--- src/rtl/pc_sequencer.sv ---
// Fetch-stage program counter: next-PC selection, trap/mret redirect,
// misaligned-target trapping and a small circular return-address stack.
`timescale 1ns/1ps
module pc_sequencer #(
  parameter int unsigned     XLEN         = 32,
  parameter logic [XLEN-1:0] RESET_VECTOR = '0,
  parameter logic [XLEN-1:0] TRAP_VECTOR  = XLEN'(32'h0000_0100),
  parameter int unsigned     RAS_DEPTH    = 4
) (
  input  logic            clk,
  input  logic            reset,
  input  logic            stall,
  input  logic            branch_taken,
  input  logic            jalr_en,
  input  logic [XLEN-1:0] imm_ext,
  input  logic [XLEN-1:0] rs1_data,
  input  logic            trap,
  input  logic            mret,
  input  logic            is_call,
  input  logic            is_ret,
  output logic [XLEN-1:0] pc,
  output logic [XLEN-1:0] pc_plus_four,
  output logic [XLEN-1:0] pc_target,
  output logic [XLEN-1:0] pc_next,
  output logic [XLEN-1:0] epc,
  output logic            misalign_err,
  output logic [XLEN-1:0] ras_top,
  output logic            ras_empty
);

  localparam int unsigned   PW       = (RAS_DEPTH > 1) ? $clog2(RAS_DEPTH) : 1;
  localparam int unsigned   CW       = PW + 1;
  localparam logic [CW-1:0] RAS_FULL = CW'(RAS_DEPTH);

  logic [XLEN-1:0] ras_mem [RAS_DEPTH];
  logic [PW-1:0]   ras_ptr;
  logic [PW-1:0]   top_idx;
  logic [CW-1:0]   ras_cnt;

  logic [XLEN-1:0] jalr_sum;
  logic [XLEN-1:0] jalr_target;
  logic [XLEN-1:0] sel_target;
  logic            take_trap;
  logic            misalign;
  logic            ras_en;
  logic            ras_push;
  logic            ras_pop;
  logic            ras_repl;

  assign pc_plus_four = pc + XLEN'(4);
  assign pc_target    = pc + imm_ext;
  assign jalr_sum     = rs1_data + imm_ext;
  assign jalr_target  = {jalr_sum[XLEN-1:1], 1'b0};

  // ptr is the next write slot; the top entry sits just below it
  assign top_idx   = ras_ptr - PW'(1);
  assign ras_empty = (ras_cnt == '0);
  assign ras_top   = ras_empty ? '0 : ras_mem[top_idx];

  // Next-PC priority: trap, mret, stall, jalr, branch, sequential
  always_comb begin
    pc_next    = pc_plus_four;
    sel_target = pc_plus_four;
    take_trap  = 1'b0;
    misalign   = 1'b0;
    ras_en     = 1'b0;
    if (trap) begin
      pc_next   = TRAP_VECTOR;
      take_trap = 1'b1;
    end else if (mret) begin
      pc_next = epc;
    end else if (stall) begin
      pc_next = pc;
    end else begin
      ras_en = 1'b1;
      if (jalr_en) begin
        sel_target = jalr_target;
      end else if (branch_taken) begin
        sel_target = pc_target;
      end
      pc_next = sel_target;
      if ((jalr_en || branch_taken) && (sel_target[1:0] != 2'b00)) begin
        pc_next   = TRAP_VECTOR;
        take_trap = 1'b1;
        misalign  = 1'b1;
        ras_en    = 1'b0;
      end
    end
  end

  // A call+return pair on an empty stack degenerates to a plain push
  assign ras_push = ras_en && is_call && (!is_ret || ras_empty);
  assign ras_repl = ras_en && is_call && is_ret && !ras_empty;
  assign ras_pop  = ras_en && is_ret && !is_call && !ras_empty;

  always_ff @(posedge clk or negedge reset) begin
    if (!reset) begin
      pc           <= RESET_VECTOR;
      epc          <= '0;
      misalign_err <= 1'b0;
    end else begin
      pc           <= pc_next;
      misalign_err <= misalign;
      if (take_trap) begin
        epc <= pc;
      end
    end
  end

  // Circular stack: a push when full overwrites the oldest entry
  always_ff @(posedge clk or negedge reset) begin
    if (!reset) begin
      ras_ptr <= '0;
      ras_cnt <= '0;
      for (int unsigned i = 0; i < RAS_DEPTH; i++) begin
        ras_mem[i] <= '0;
      end
    end else if (ras_push) begin
      ras_mem[ras_ptr] <= pc_plus_four;
      ras_ptr          <= ras_ptr + PW'(1);
      if (ras_cnt != RAS_FULL) begin
        ras_cnt <= ras_cnt + CW'(1);
      end
    end else if (ras_repl) begin
      ras_mem[top_idx] <= pc_plus_four;
    end else if (ras_pop) begin
      ras_ptr <= top_idx;
      ras_cnt <= ras_cnt - CW'(1);
    end
  end

endmodule
--- config.mk ---
export PLATFORM = sky130hd
export DESIGN_NAME = pc_sequencer
export DESIGN_NICKNAME = d
export VERILOG_FILES = /design/src/rtl/pc_sequencer.sv
export SDC_FILE = /design/constraint.sdc
export NUM_CORES = 1
export LEC_CHECK = 0
export BUFFER_PORTS_ARGS = -buffer_cell sky130_fd_sc_hd__buf_2
export CAP_MARGIN = 20
export CORE_UTILIZATION = 28
export CTS_CLUSTER_SIZE = 8
export DETAILED_ROUTE_END_ITERATION = 7
export GPL_ROUTABILITY_DRIVEN = 0
export PLACE_DENSITY = 0.44
export RECOVER_POWER = 25
export SLEW_MARGIN = 20
export SYNTH_ARGS = -nofsm -noshare
export SYNTH_HDL_FRONTEND = slang
export SYNTH_SLANG_ARGS = --single-unit
export TNS_END_PERCENT = 50
--- constraint.sdc ---
create_clock -name clk -period 5.6 [get_ports clk]
set_clock_uncertainty 0.05 [all_clocks]
set_input_delay 1.12 -clock clk [delete_from_list [all_inputs] [get_ports clk]]
set_output_delay 1.12 -clock clk [all_outputs]
set_load 0.03 [all_outputs]
; ---- Word-level counts from Yosys, hierarchy flattened
; Index checks and enable logic that the tools add are counted.
[classes]
n_addsub = 7
mul = 0
n_div = 0
order_cmp = 4
eq_ne = 3
shifts = 0
muxes = 37
n_bitwise = 2
n_reduce_logical = 21
[ops]
columns = cell, n
row1 = two-way mux 32 bit, 14
row2 = bitwise mux 128 bit, 2
row3 = two-way mux 128 bit, 2
row4 = demux 32 bit (select 2 bit), 2
row5 = adder 32 bit, 2
row6 = binary-select mux 32 bit (select 2 bit), 1
row7 = adder 32 x 3 -> 32 bit (second input constant), 1
row8 = two-way mux 3 bit, 4
row9 = logical AND 1 bit, 10
row10 = two-way mux 1 bit, 9
row11 = >= comparator 3 bit (second input constant), 2
row12 = less-than comparator 3 x 1 -> 1 bit (second input constant), 2
row13 = two-way mux 2 bit, 3
row14 = inverter 2 -> 3 bit, 2
row15 = nonzero test 2 bit, 3
row16 = adder 3 x 1 -> 3 bit (second input constant), 1
row17 = logical NOT 1 bit, 3
row18 = logical NOT 3 bit, 1
row19 = != test 3 bit (second input constant), 1
row20 = AND reduction 3 bit, 1
row21 = subtractor 3 x 1 -> 3 bit (second input constant), 1
row22 = adder 2 x 1 -> 2 bit (second input constant), 1
row23 = logical OR 1 bit, 2
row24 = != test 2 x 1 -> 1 bit (second input constant), 1
row25 = 3 further kinds, 3
[word_totals]
register_bits = 198
latch_bits = 0
ram_bits = 0
rom_bits = 0
inputBits = 73
output_inout_bits = 194
elab_cells = 83
memories = 0

; ---- Logic depth before layout (Yosys ltp)
[depth]
depth_word = 18
ltp_mapped = 14
depth_no_buf = 13

; ---- Least setup slack after synthesis
; OpenSTA, ideal clock, no wires.
[synth_path]
path_type = input -> output
start = input imm_ext[12]
end = output pc_next[19]
t_arrival_ps = 4626
required_time_ps = 4430
slack_ps = -196
path_stages = 9
path_buffers = 0
cell_sequence = ha_1 a21oi_1 o21ai_0 a32o_1 a21oi_1 nand2_1 xor2_1 a2111oi_0 a2111oi_0
[synth_between]
elab_chain_len = 10
word_cells_on_any_way = 11
classes_between = add/sub (2) / mux (9)
[synth_lines]
columns = item, line_no
row1 = "start, declared", 15  ; input logic [XLEN-1:0] imm_ext,
row2 = adder 32 bit, 51  ; assign pc_target = pc + imm_ext;
row3 = named net pc_target[19], 23  ; output logic [XLEN-1:0] pc_target,
row4 = two-way mux 32 bit, 78  ; end else if (branch_taken) begin
row5 = two-way mux 32 bit, 76  ; if (jalr_en) begin
row6 = two-way mux 32 bit, 72  ; end else if (stall) begin
row7 = two-way mux 32 bit, 70  ; end else if (mret) begin
row8 = two-way mux 32 bit, 67  ; if (trap) begin
row9 = two-way mux 32 bit, 82  ; if ((jalr_en || branch_taken) && (sel_target[1:0] != 2'b00)) begin
row10 = two-way mux 32 bit, 72
row11 = two-way mux 32 bit, 70
row12 = two-way mux 32 bit, 67
row13 = "end, declared", 24  ; output logic [XLEN-1:0] pc_next,
; The timed path passes the listed nets, and every way through them passes these cells. The select of a mux whose other input is x is not followed.

; ---- Worst setup path in the final report
[layout_path]
start = input imm_ext[0]
end = output pc_next[28]
[layout_between]
elab_chain_len = 12
word_cells_on_any_way = 13
classes_between = add/sub (2) / mux (9) / reduce/logical (2)
[layout_lines]
columns = item, line_no
row1 = adder 32 bit, 51
row2 = two-way mux 32 bit, 78
row3 = two-way mux 32 bit (*), 76
row4 = two-way mux 32 bit (*), 72
row5 = two-way mux 32 bit (*), 70
row6 = two-way mux 32 bit (*), 67
row7 = nonzero test 2 bit, 82
row8 = logical AND 1 bit, 82
row9 = two-way mux 32 bit (*), 82
row10 = two-way mux 32 bit (*), 72
row11 = two-way mux 32 bit (*), 70
row12 = two-way mux 32 bit (*), 67
; Every way passes the cells marked *; elsewhere a longest branch is shown, timed or not. The select of a mux whose other input is x is not followed.

==> flow_summary.ini <==
[synth]
synth_nets = 1599
ys_types = 80
synthMuxAreaShare_pct = 10.0
synthTopCellsByArea = dfrtp_1 (37%), a21oi_1 (7.6%), ha_1 (6.2%), mux4_2 (5.4%), nor2_1 (5.4%)
netlist_area_sq_mm = 0.0133
synth_fa_ha_area_share_pct = 6.66
synth_top_cell_area_share_pct = 37.3
synth-edff-count = 0
yosysTopAreaCell = dfrtp_1
synth_top_family_by_area = compound AO/OA/AOI/OAI gates
ys_seq_elements = 198
yosys.area_share.simple_pct = 15.5
ys_warn_count = 0
synth_xor_area_share_pct = 5.85
syn_area_per_cell_sq_um = 9.13
synth_ff_type = dfrtp_1
synth-compound-area-share_pct = 19.6
synth_async_sr_flop_share_pct = 100
yosysSeqAreaShare_pct = 37.3
postSynthCellCount = 1457

[sta]
period_needed_ps = 5450
hold_violations = 0
max_slew_margin_pct = -85.7
rsz0062_at_grt = false
timing.final.crit_share_pct = 97.3
fmax_mhz = 184
slew_violations = 107
tns_ps = 0
worst_pin_slew_ps = 2790
setup_viol_count_final = 0

[power]
power.share.sequential_pct = 33.4
netSwitchingFraction_pct = 42.6
p_clk_share_pct = 19.9
p_int_mw = 3.64
power_mw = 6.34
p_leak_nw = 7.77
p_switching_mw = 2.70
vdd.ir_drop.worst_uv = 202
p_comb_share_pct = 46.7
power_density_mw_per_mm2 = 396

[cts]
clk_latency_ps = 460
cts_hold_buf = 0
clockRootBuffer = clkbuf_16
cts_buffer_depth = 2
htreeDepth = 4
cts_buffers = 17
cts_sinks = 198
clk_pin_slew_worst_paths_ps = 80
cts_tree = built

[cells_and_area]
n_fill_cell = 4944
layout-drive-gt1-share_pct = 26.4
final_common_cell = buf_2
syn2layout_area_growth_pct = 20.4
antenna_cells = 0
nNetsFinal = 1846
stdcell_count = 2323
regArea_sq_mm = 0.00496
layout_common_cells = buf_2 (264), a21oi_1 (203), dfrtp_1 (197), nor2_1 (189), nand2_1 (99)
multi_input_area_sq_mm = 0.00771

[worst_setup_path]
crit_slowest_cell = fa_1
cpPeakStageDelay_ps = 410
crit_arrival_ps = 4280
cp_num_buf_inv = 4
crit_family = compound AO/OA/AOI/OAI gates
start_kind = input pin
path_max_fanout = 3
worstSetupEndpointType = output port
cp_cell_sequence = buf_2 > and2_1 > fa_1 > a21o_4 > a311oi_2 > buf_4 > nor4b_1 > o311ai_1 > buf_4 > a211oi_1 > nor2_1 > xnor2_1 > o221ai_1 > a221oi_2 > buf_4
worstPathRequired_ps = 4430
cpMostUsedCell = buf_4
crit_type = in -> out

[grt]
grt_pass1_vias = 11900
gr-total-overflow = 0
antenna_found_initial = 0
grt_use_total_pct = 20.6
grt_pass1_wl_microns = 74200
grt_max_degree = 107

[drt]
first_iter_violations = 620
drt-pass1-iter-count = 7
vias = 11900
drcViolationCount = 14
routedWlPerCell_microns = 21.3
ant_nets = 0
wirelength_microns = 49500
via_per_inst = 5.13

[placed_design]
portBuffers = 266
dp_cells = 2292
hpwl_microns = 38200

[floorplanning]
die_y_microns = 220
dieArea_sq_mm = 0.0484
dieWidth_microns = 220
start_util_pct = 28.5
core_sq_mm = 0.0467
ios = 267
rows = 79

[status]
status = complete, but fails checks
violations = DRC, capacitance limit, slew limit

[flow_run]
cap_violations = 1

[min_path]
hp-class = reg -> reg
## cell usage after synthesis (4+ instances only)
master and n:
nor2b_1 35, o21bai_1 8, mux4_2 32, mux2_2 39
o21a_1 7, clkbuf_1 51, a31oi_1 14, o21ai_1 9
or3_1 6, a21oi_2 7, ha_1 66, dfrtp_1 198
a221oi_1 18, xor2_1 36, and2_1 7, o221ai_1 4
o211ai_1 16, inv_1 56, a21oi_1 203, nand3_1 27
and3_1 26, nand2b_1 5, clkbuf_8 4, nand2_1 99
nand4_1 11, nor4_1 5, o21ai_0 46, a211oi_1 9
nor3_1 25, mux2_1 8, a2111oi_0 4, buf_2 14
nor2_1 190, buf_4 15, mux2i_1 8, a21o_1 25
a22oi_1 4, buf_1 4, xnor2_1 51
## power by group through the flow
stage / Clock [mW] / Combinational [mW] / Sequential, mW
global placement: 0 / 2.98 / 2.13
global route: 1.37 / 3.23 / 2.18
finish: 1.26 / 2.96 / 2.12
floorplan: 0 / 2.04 / 2.12
CTS: 1.31 / 3.00 / 2.11
detailed placement: 0 / 3.00 / 2.14
## registers in the layout (all words and copies together) (netlist names)
register / cells
ras_mem: 128
pc: 32
misalign_err: 1
ras_cnt: 3
epc: 32
ras_ptr: 2
## layout make-up
class,instances,area share [%]
clock buffers,19,2.83
clock inverters,12,0.844
well taps,607,4.74
multi-input cells,1112,48.2
inverters,57,1.34
repair buffers,318,11.2
flip-flops and latches,198,30.9
## per-layer routing
metal / share of wire (%) / GRT usage (%) / wire length [microns] / up-vias
li1: - / - / - / 5717
met3: 6.1 / 3.98 / 3000 / 42
met5: 0 / 0 / 0 / -
met2: 47 / 33.1 / 23100 / 368
met1: 46 / 28.1 / 22600 / 5800
met4: 1.7 / 5.56 / 863 / 0
## repair_timing
item	CTS	global route
setup endpoints to repair	0	1
buffers inserted	0	0
gates resized for setup	0	2
## stage by stage
| stage | setup WS [ps] | hold WS (ps) | instance area (sq um) | util, % |
|---|---|---|---|---|
| floorplan | 139 | 402 | 13300 | - |
| global placement | 88.5 | 414 | 15400 | 33.1 |
| detailed placement | 112 | 423 | 15400 | 33.1 |
| CTS | 93.2 | 442 | 16000 | 34.4 |
| global route | 13.0 | 465 | 16000 | 34.3 |
| finish | 151 | 438 | 16000 | 34.3 |
## worst reg2reg max path, delay by kind of cell, from the launching register on
| family | cells | cell delay (ps) |
|---|---|---|
| AOI/OAI and AO/OA | 4 | 1140 |
| adders and majority gates | 2 | 730 |
| buffers and inverters | 5 | 800 |
| DFF | 1 | 580 |
| and+or+nand+nor | 4 | 570 |
## worst paths after layout
kind	start	end	slack, ps	depth (start not counted)
setup reg to reg	pc[0]	ras_mem[56]	1670	15
min in group asynchronous	reset	pc[9]	1470	1
max in group asynchronous	reset	ras_mem[29]	1340	2
hold reg to reg	ras_mem[67]	ras_mem[67]	440	1
setup / recovery	imm_ext[0]	pc_next[28]	150	15
hold / removal	ras_mem[67]	ras_mem[67]	440	1
## logic make-up after synthesis
logic type                 after synthesis
muxes                                   87
AOI/OAI and AO/OA                      417
adders and majority gates               69
DFF                                    198
xor gates and xnor gates                88
buffers and inverters                  147
and+or+nand+nor                        451
(Power assumes the default switching activity.)
